`config.mk`:
```
export PLATFORM = sky130hd
export DESIGN_NAME = pc_redirect_ctrl
export DESIGN_NICKNAME = d
export VERILOG_FILES = /design/src/rtl/pc_redirect_ctrl.sv
export SDC_FILE = /design/constraint.sdc
export NUM_CORES = 1
export LEC_CHECK = 0
export ABC_AREA = 1
export CAP_MARGIN = 20
export CORE_MARGIN = 2
export CORE_UTILIZATION = 40
export CTS_CLUSTER_DIAMETER = 60
export DETAILED_ROUTE_END_ITERATION = 12
export PLACE_DENSITY = 0.78
export SLEW_MARGIN = 20
export SYNTH_ARGS = -nofsm -noshare
export SYNTH_HDL_FRONTEND = slang
export SYNTH_SLANG_ARGS = --single-unit
```
`constraint.sdc`:
```
create_clock -name clk -period 1.7 [get_ports clk]
set_clock_uncertainty 0.1 [all_clocks]
set_input_delay 0.34 -clock clk [delete_from_list [all_inputs] [get_ports clk]]
set_output_delay 0.34 -clock clk [all_outputs]
set_load 0.05 [all_outputs]
```
`src/rtl/pc_redirect_ctrl.sv`:
```
// Purpose: owns the fetch PC, arbitrating MEM/EXE redirects and honouring the MIPS delay slot.
// Latency: pc_sel/redirect/flush_if are combinational; pc updates at the next clk edge.
// Backpressure: fetch_ready stalls sequential/delay-slot progress; MEM-class redirects ignore it.
// Optional: define PC_MISALIGN_CHECK_EN to add the fetch_adel output.
module pc_redirect_ctrl #(
    parameter logic [31:0] RESET_PC = 32'hBFC0_0000,
    parameter logic [31:0] PC_STEP  = 32'd4
) (
    input  logic        clk,
    input  logic        resetn,
    input  logic        fetch_ready,
    input  logic        except_req,
    input  logic [31:0] except_target,
    input  logic        eret_req,
    input  logic [31:0] epc,
    input  logic        refetch_req,
    input  logic [31:0] mem_pc,
    input  logic        branch_req,
    input  logic        branch_is_jr,
    input  logic [31:0] branch_target,
    input  logic        branch_ds_fetched,
    input  logic        jump_req,
    input  logic [31:0] jump_target,
    output logic [31:0] pc,
    output logic        fetch_req,
    output logic [2:0]  pc_sel,
    output logic        redirect,
    output logic        flush_if,
`ifdef PC_MISALIGN_CHECK_EN
    output logic        fetch_adel,
`endif
    output logic        wait_ds
);

    localparam logic [2:0] SEL_PC4    = 3'b000;
    localparam logic [2:0] SEL_IMMJ   = 3'b001;
    localparam logic [2:0] SEL_EPC    = 3'b010;
    localparam logic [2:0] SEL_EXCEPT = 3'b011;
    localparam logic [2:0] SEL_BRANCH = 3'b100;
    localparam logic [2:0] SEL_JR     = 3'b101;
    localparam logic [2:0] SEL_MEMPC  = 3'b110;

    typedef enum logic [1:0] {
        RUN     = 2'd0,
        WAIT_DS = 2'd1,
        FLUSH   = 2'd2
    } state_t;

    state_t      state_q, state_d;
    logic [31:0] pc_q, pc_d;
    logic [31:0] tgt_q, tgt_d;
    logic [2:0]  tsel_q, tsel_d;

    logic [2:0]  sel_c;
    logic        redirect_c;
    logic        flush_c;
    logic [31:0] exe_tgt;
    logic [2:0]  exe_sel;

    // EXE winner: branch beats jump when both are raised in the same cycle.
    always_comb begin
        exe_tgt = jump_target;
        exe_sel = SEL_IMMJ;
        if (branch_req) begin
            exe_tgt = branch_target;
            exe_sel = branch_is_jr ? SEL_JR : SEL_BRANCH;
        end
    end

    // Next-state, next-pc and redirect decode; MEM-class requests override everything.
    always_comb begin
        state_d    = state_q;
        pc_d       = pc_q;
        tgt_d      = tgt_q;
        tsel_d     = tsel_q;
        sel_c      = SEL_PC4;
        redirect_c = 1'b0;
        flush_c    = 1'b0;
        if (except_req || eret_req || refetch_req) begin
            redirect_c = 1'b1;
            flush_c    = 1'b1;
            state_d    = FLUSH;
            tgt_d      = 32'd0;
            tsel_d     = SEL_PC4;
            if (except_req) begin
                pc_d  = except_target;
                sel_c = SEL_EXCEPT;
            end else if (eret_req) begin
                pc_d  = epc;
                sel_c = SEL_EPC;
            end else begin
                pc_d  = mem_pc;
                sel_c = SEL_MEMPC;
            end
        end else begin
            case (state_q)
                FLUSH: begin
                    // Wrong-path bubble: EXE requests are dropped here.
                    state_d = RUN;
                end
                WAIT_DS: begin
                    if (fetch_ready) begin
                        pc_d       = tgt_q;
                        sel_c      = tsel_q;
                        redirect_c = 1'b1;
                        state_d    = RUN;
                    end
                end
                default: begin
                    if (branch_req || jump_req) begin
                        if (branch_ds_fetched) begin
                            pc_d       = exe_tgt;
                            sel_c      = exe_sel;
                            redirect_c = 1'b1;
                            flush_c    = 1'b1;
                        end else if (fetch_ready) begin
                            pc_d       = exe_tgt;
                            sel_c      = exe_sel;
                            redirect_c = 1'b1;
                        end else begin
                            // pc is the delay-slot address; park the target until IF takes it.
                            tgt_d   = exe_tgt;
                            tsel_d  = exe_sel;
                            state_d = WAIT_DS;
                        end
                    end else if (fetch_ready) begin
                        pc_d = pc_q + PC_STEP;
                    end
                end
            endcase
        end
    end

    // PC, state and parked-target registers with synchronous reset.
    always_ff @(posedge clk) begin
        if (!resetn) begin
            state_q <= FLUSH;
            pc_q    <= RESET_PC;
            tgt_q   <= 32'd0;
            tsel_q  <= SEL_PC4;
        end else begin
            state_q <= state_d;
            pc_q    <= pc_d;
            tgt_q   <= tgt_d;
            tsel_q  <= tsel_d;
        end
    end

    assign pc        = pc_q;
    assign fetch_req = (state_q != FLUSH);
    assign wait_ds   = (state_q == WAIT_DS);
    assign pc_sel    = resetn ? sel_c : SEL_PC4;
    assign redirect  = resetn & redirect_c;
    assign flush_if  = resetn & flush_c;

`ifdef PC_MISALIGN_CHECK_EN
    assign fetch_adel = fetch_req & (pc_q[1:0] != 2'b00);
`endif

endmodule
```
# After elaboration in Yosys (flattened, before gate mapping)
# Index checks and enable logic that the tools add are counted.
dict set report word_totals {
  regBits 69
  input_bits 170
  output_inout_bits 39
  elab_cells 65
}
dict set report op_classes {
  addsub 1
  eq_ne 8
  muxes 35
  n_bitwise 6
  reduce_logical 11
}
# op count
set ops {}
lappend ops {{$mux W32} 9}
lappend ops {{$pmux W32 S2} 1}
lappend ops {{$add A32 B3 Y32 const B} 1}
lappend ops {{$mux W3} 9}
lappend ops {{$reduce_and A4 Y1} 3}
lappend ops {{$mux W1} 9}
lappend ops {{$reduce_bool A3 Y1} 3}
lappend ops {{$mux W2} 4}
lappend ops {{$ne A2 B2 Y1 const B} 3}
lappend ops {{$ne A3 B1 Y1 const B} 2}
lappend ops {{$pmux W3 S2} 1}
lappend ops {{$not A1 Y1} 4}
lappend ops {{$pmux W2 S2} 1}
lappend ops {{$reduce_or A2 Y1} 2}
lappend ops {{$logic_or A1 B1 Y1} 3}
lappend ops {{$ne A3 B2 Y1 const B} 1}
lappend ops {{$and A1 B1 Y1} 2}
lappend ops {{$eq A2 B1 Y1 const B} 1}
lappend ops {{$eq A2 B2 Y1 const B} 1}
lappend ops {{$pmux W1 S2} 1}

# Depth between registers and ports, before layout
dict set report logic_depth {
  ltp_word 8
  depth_mapped 11
  depth_no_buf 11
}

# Least setup slack after synthesis
# Ideal clock, no wire load.
dict set report synth_path {
  kind {register to output}
  start {reg state_q[1]}
  end {out pc_sel[2]}
  arrival_ns 2.796
  t_required_ns 1.260
  path_slack_ns -1.536
  stages_incl_launch_ff 8
  path_buffers 1
  path_cell_list {dfxtp_1 inv_1 ha_1 buf_2 nand2_1 nor2_1 a21oi_1 nor4_1}
}
dict set report synth_via {
  elab_chain_len 4
  word_cells_on_any_way 5
  cone_classes {eq/ne: 2; mux: 3}
}
# element line_no
set synth_rtl {}
lappend synth_rtl {{start, declared} 49} ;# state_t state_q, state_d;
lappend synth_rtl {{start signal, assigned} 142} ;# state_q <= state_d;
lappend synth_rtl {{$eq A2 B1 Y1} n/a}
lappend synth_rtl {{net wait_ds} 32} ;# output logic wait_ds
lappend synth_rtl {{$pmux W3 S2} 96} ;# case (state_q)
lappend synth_rtl {{$mux W3} 79} ;# if (except_req || eret_req || refetch_req) begin
lappend synth_rtl {{$mux W3} 152} ;# assign pc_sel = resetn ? sel_c : SEL_PC4;
lappend synth_rtl {{end, declared} 26} ;# output logic [2:0] pc_sel,
# The timed path passes the listed nets, and every way through them passes these cells.

# Worst setup path in the final report
dict set report layout_path {
  start {reg state_q[0]}
  end {out flush_if}
}
dict set report layout_via {
  elab_chain_len 5
  word_cells_on_any_way 6
  cone_classes {eq/ne: 2; mux: 2; bitwise: 1; reduce/logical: 1}
}
# element line_no
set layout_rtl {}
lappend layout_rtl {{$eq A2 B1 Y1 or $eq A2 B2 Y1 (tied branches)} 96}
lappend layout_rtl {{$reduce_or A2 Y1 (no source line) (*)} n/a}
lappend layout_rtl {{$mux W1 (*)} 96}
lappend layout_rtl {{$mux W1 (*)} 79}
lappend layout_rtl {{$and A1 B1 Y1 (*)} 154} ;# assign flush_if = resetn & flush_c;
lappend layout_rtl {{end, declared} 28} ;# output logic flush_if,
# Every way passes the cells marked *; elsewhere a longest branch is shown, timed or not.

==> results.md <==
- Combinational share of power: 0.387
- First-pass iteration count of the detailed router: 7
- Worst path arrival time: 1.90 ns
- Slew Viols, Final: 0
- Iter 0 DRT Violations: between 1,000 and 1,500
- Net switching power: ~2.1 mW
- Vias in the first global route: 7,607
- Worst-path fanout max: 2
- Die area: approximately 14,000 um^2
- #FFs+latches synth: between 60 and 70
- Clock sink count: 68
- Maximum VDD drop: ~0.43 mV
- Synth cell types: 45
- Final wirelength: 28,700 um
- Row count: 41
- Cells after DPL: 1,336
- Async SR Flop Fraction: 0
- Port-buffer cells: 208
- CP endpoint kind: output pin
- Initial antenna violation count: 0
- Via density: 5.93
- # setup viols final: 71
- Worst-Margin Slew: between 0.4 and 0.5 ns
- WL/cell: 20.8 um
- Clock power frac: 0.325
- Final cell count without fillers: 1,381
- CTS tree: done
- Worst-Skew Late Latency: 0.35 ns
- Rel. slew slack: 0.698
- TNS Setup: -17.49 ns
- Io pins: around 210
- Largest net degree at the start of global routing: 34
- Fill cells: roughly 780
- HP Class: flop to flop
- Final Hold Vio Count: 0
- Violations in the final reports: setup timing
- Period utilization: 1.38
- RSZ-0062 raised after global routing: yes
- Layout area overhead: 99.3%
- Required @ worst endpoint: roughly 1.3 ns
- Register area share after synthesis: 0.263
- Post-Syn Area: 5180 um^2
- DRT antenna net count: 0
- Setup crit start kind: flop
- Final worst slack: -0.643 ns
- Internal power: approximately 4.0 mW
- Reg clk slew, reported paths: roughly 0.06 ns
- Initial cell density of the core: 0.410
- Peak Freq: 427 MHz
- Lkg Pwr: 4.24 nW
- Fraction of layout cells with a size suffix above 1: 0.314
- GPL Wtd Cong: 0.986
- Average size of a mapped cell: ~6 um^2
- Yosys warns: 0
- Sw frac: 0.342
- Post-Synthesis Cells: 874
- # H-tree levels: 3
- Total GRT Usage: 0.357
- Minimum clock period: 2.34 ns
- Grt ovf: 0
- Clk root buf: clkbuf_16
- EDFF count, synth: 0
- Post-layout net count: 1,377
- Antenna cells: 0
- Final HPWL DP: roughly 18,000 um
- Die Wd: 118 um
- Top_reg_cell synth: dfxtp_1
- CTS max path bufs: 2
- Critical path class: flop to output pin
- Via count of the routed design: 8,189
- # hold bufs at CTS: 0
- Core area: roughly 13,000 um^2
- Seq pwr share: 0.288
- Die height: 118 um
- Syn Nets: 1,047
- Pwr dens: between 500 and 600 nW/um^2
- Drt drc: 0
- Max cap viols: 0
- Num CTS Buffers: 9
- Global-route wire length before repair: 39,500 um
- Outcome: complete, but fails checks
## power by group through the flow
stage	clock network [mW]	registers, mW	logic (mW)
floorplan	0	2.02	0.614
finish	1.98	1.75	2.36
global route	2.03	1.76	2.47
global placement	0	1.78	2.03
detailed placement	0	1.78	2.05
CTS	1.94	1.75	2.18
## flip-flops by register name, indices dropped and copies added (netlist names)
register / cells
tsel_q: 2
tgt_q: 32
pc: 32
state_q: 2
## critical path, cell delays in order (launching register included)
cell	delay (ns)
dfxtp_2	0.34
inv_2	0.05
ha_4	0.28
inv_4	0.05
buf_6	0.11
nor2_4	0.14
buf_4	0.14
buf_6	0.12
a31o_4	0.16
buf_8	0.14
## cells in the mapped netlist, drive strengths merged, types with 2 or more instances
cell	n	area (um^2)
xor2	2	17.5
o21ai	83	419
a21oi	118	591
clkbuf	18	67.6
o221ai	4	35.0
nand3	49	255
a22oi	4	30.0
dfxtp	68	1360
o22ai	3	18.8
nand2	292	1100
xnor2	2	17.5
nor3b	2	15.0
nor3	4	31.3
o21a	6	45.0
inv	64	240
nand4	10	62.6
mux2i	11	110
ha	3	37.5
buf	34	180
a221oi	6	58.8
nor2	70	327
o21bai	2	15.0
o211ai	7	52.6
a31oi	3	18.8
## worst paths after layout
path / start / endpoint / slack (ns) / depth (start not counted)
worst min-delay path: tgt_q[18]$_SDFFE_PP0P_ / tgt_q[18]$_SDFFE_PP0P_ / 0.37 / 2
worst min register to register: tgt_q[18]$_SDFFE_PP0P_ / tgt_q[18]$_SDFFE_PP0P_ / 0.37 / 2
worst max-delay path: state_q[0]$_SDFFE_PP0P_ / flush_if / -0.64 / 9
worst max register to register: state_q[0]$_SDFFE_PP0P_ / tgt_q[14]$_SDFFE_PP0P_ / -0.41 / 11
## cell families after synthesis
| logic type | Yosys count | synth area share |
|---|---|---|
| buffers and inverters | 116 | 0.0943 |
| multiplexers | 11 | 0.0213 |
| AND/OR/NAND/NOR | 430 | 0.350 |
| XOR/XNOR | 4 | 0.00677 |
| flip-flops | 68 | 0.263 |
| AO/OA/AOI/OAI | 242 | 0.257 |
| adder cells (fa/ha/maj) | 3 | 0.00725 |
## cells in the final DEF (no fill, tap or decap), types with 3 or more instances in the layout
cell             count
a22oi_2              3
nor2_4              18
o21ai_0             44
o21ai_1             19
clkinvlp_4           3
dfxtp_2             17
dlygate4sd2_1        3
buf_4              119
dfxtp_4              9
a221oi_4             5
nor3_1               3
a21oi_2             27
buf_12              51
inv_1               51
nor2_2               6
nand3_2              3
a21oi_1             83
ha_4                 3
o21ai_2             17
dfxtp_1             42
a21oi_4              8
mux2i_1             11
buf_8                8
nand2_1            280
clkdlybuf4s50_1    162
nand2_2              9
o21ai_4              3
inv_2                9
nand3_1             44
nor2_1              45
o21a_1               6
o211ai_1             7
nand4_1             10
buf_6               18
clkbuf_16           13
## repair_timing
action / CTS / global route
cloned: 6 / 4
buffers inserted: 17 / 6
setup endpoints to repair: 72 / 73
resized for setup: 139 / 87
pin swaps: 19 / 33
## through the flow
stage                     area, um^2  worst slack (ns)  utilization  hold WS, ns  power [mW]
after CTS                       9920            -0.565        0.786        0.353        5.87
after floorplan                 5430            -0.386            -        0.323        2.63
after detailed placement        8910            -0.700        0.706        0.341        3.82
after global routing           10300            -0.657        0.818        0.399        6.25
final                          10300            -0.643        0.818        0.373        6.09
after global placement          8910            -0.694        0.706        0.334        3.80
## area by class of cell
cell class	instances	area (um^2)	share of cell area
repair buffers	370	4100	0.397
multi-input cells	690	4020	0.389
flip-flops and latches	68	1420	0.137
inverters	64	267	0.0258
clock buffers	10	239	0.0232
well taps	172	215	0.0209
clock inverters	6	62.6	0.00606
repair inverters	1	7.51	0.000728
## metal layers
metal | share of wire | vias to the layer above | track usage
met5 | 0 | - | 0
met3 | 0.13 | 216 | 0.0732
met1 | 0.36 | 3647 | 0.433
li1 | - | 3580 | -
met2 | 0.45 | 746 | 0.604
met4 | 0.071 | 0 | 0.169
Note: power is estimated with default switching activity, not from simulation.
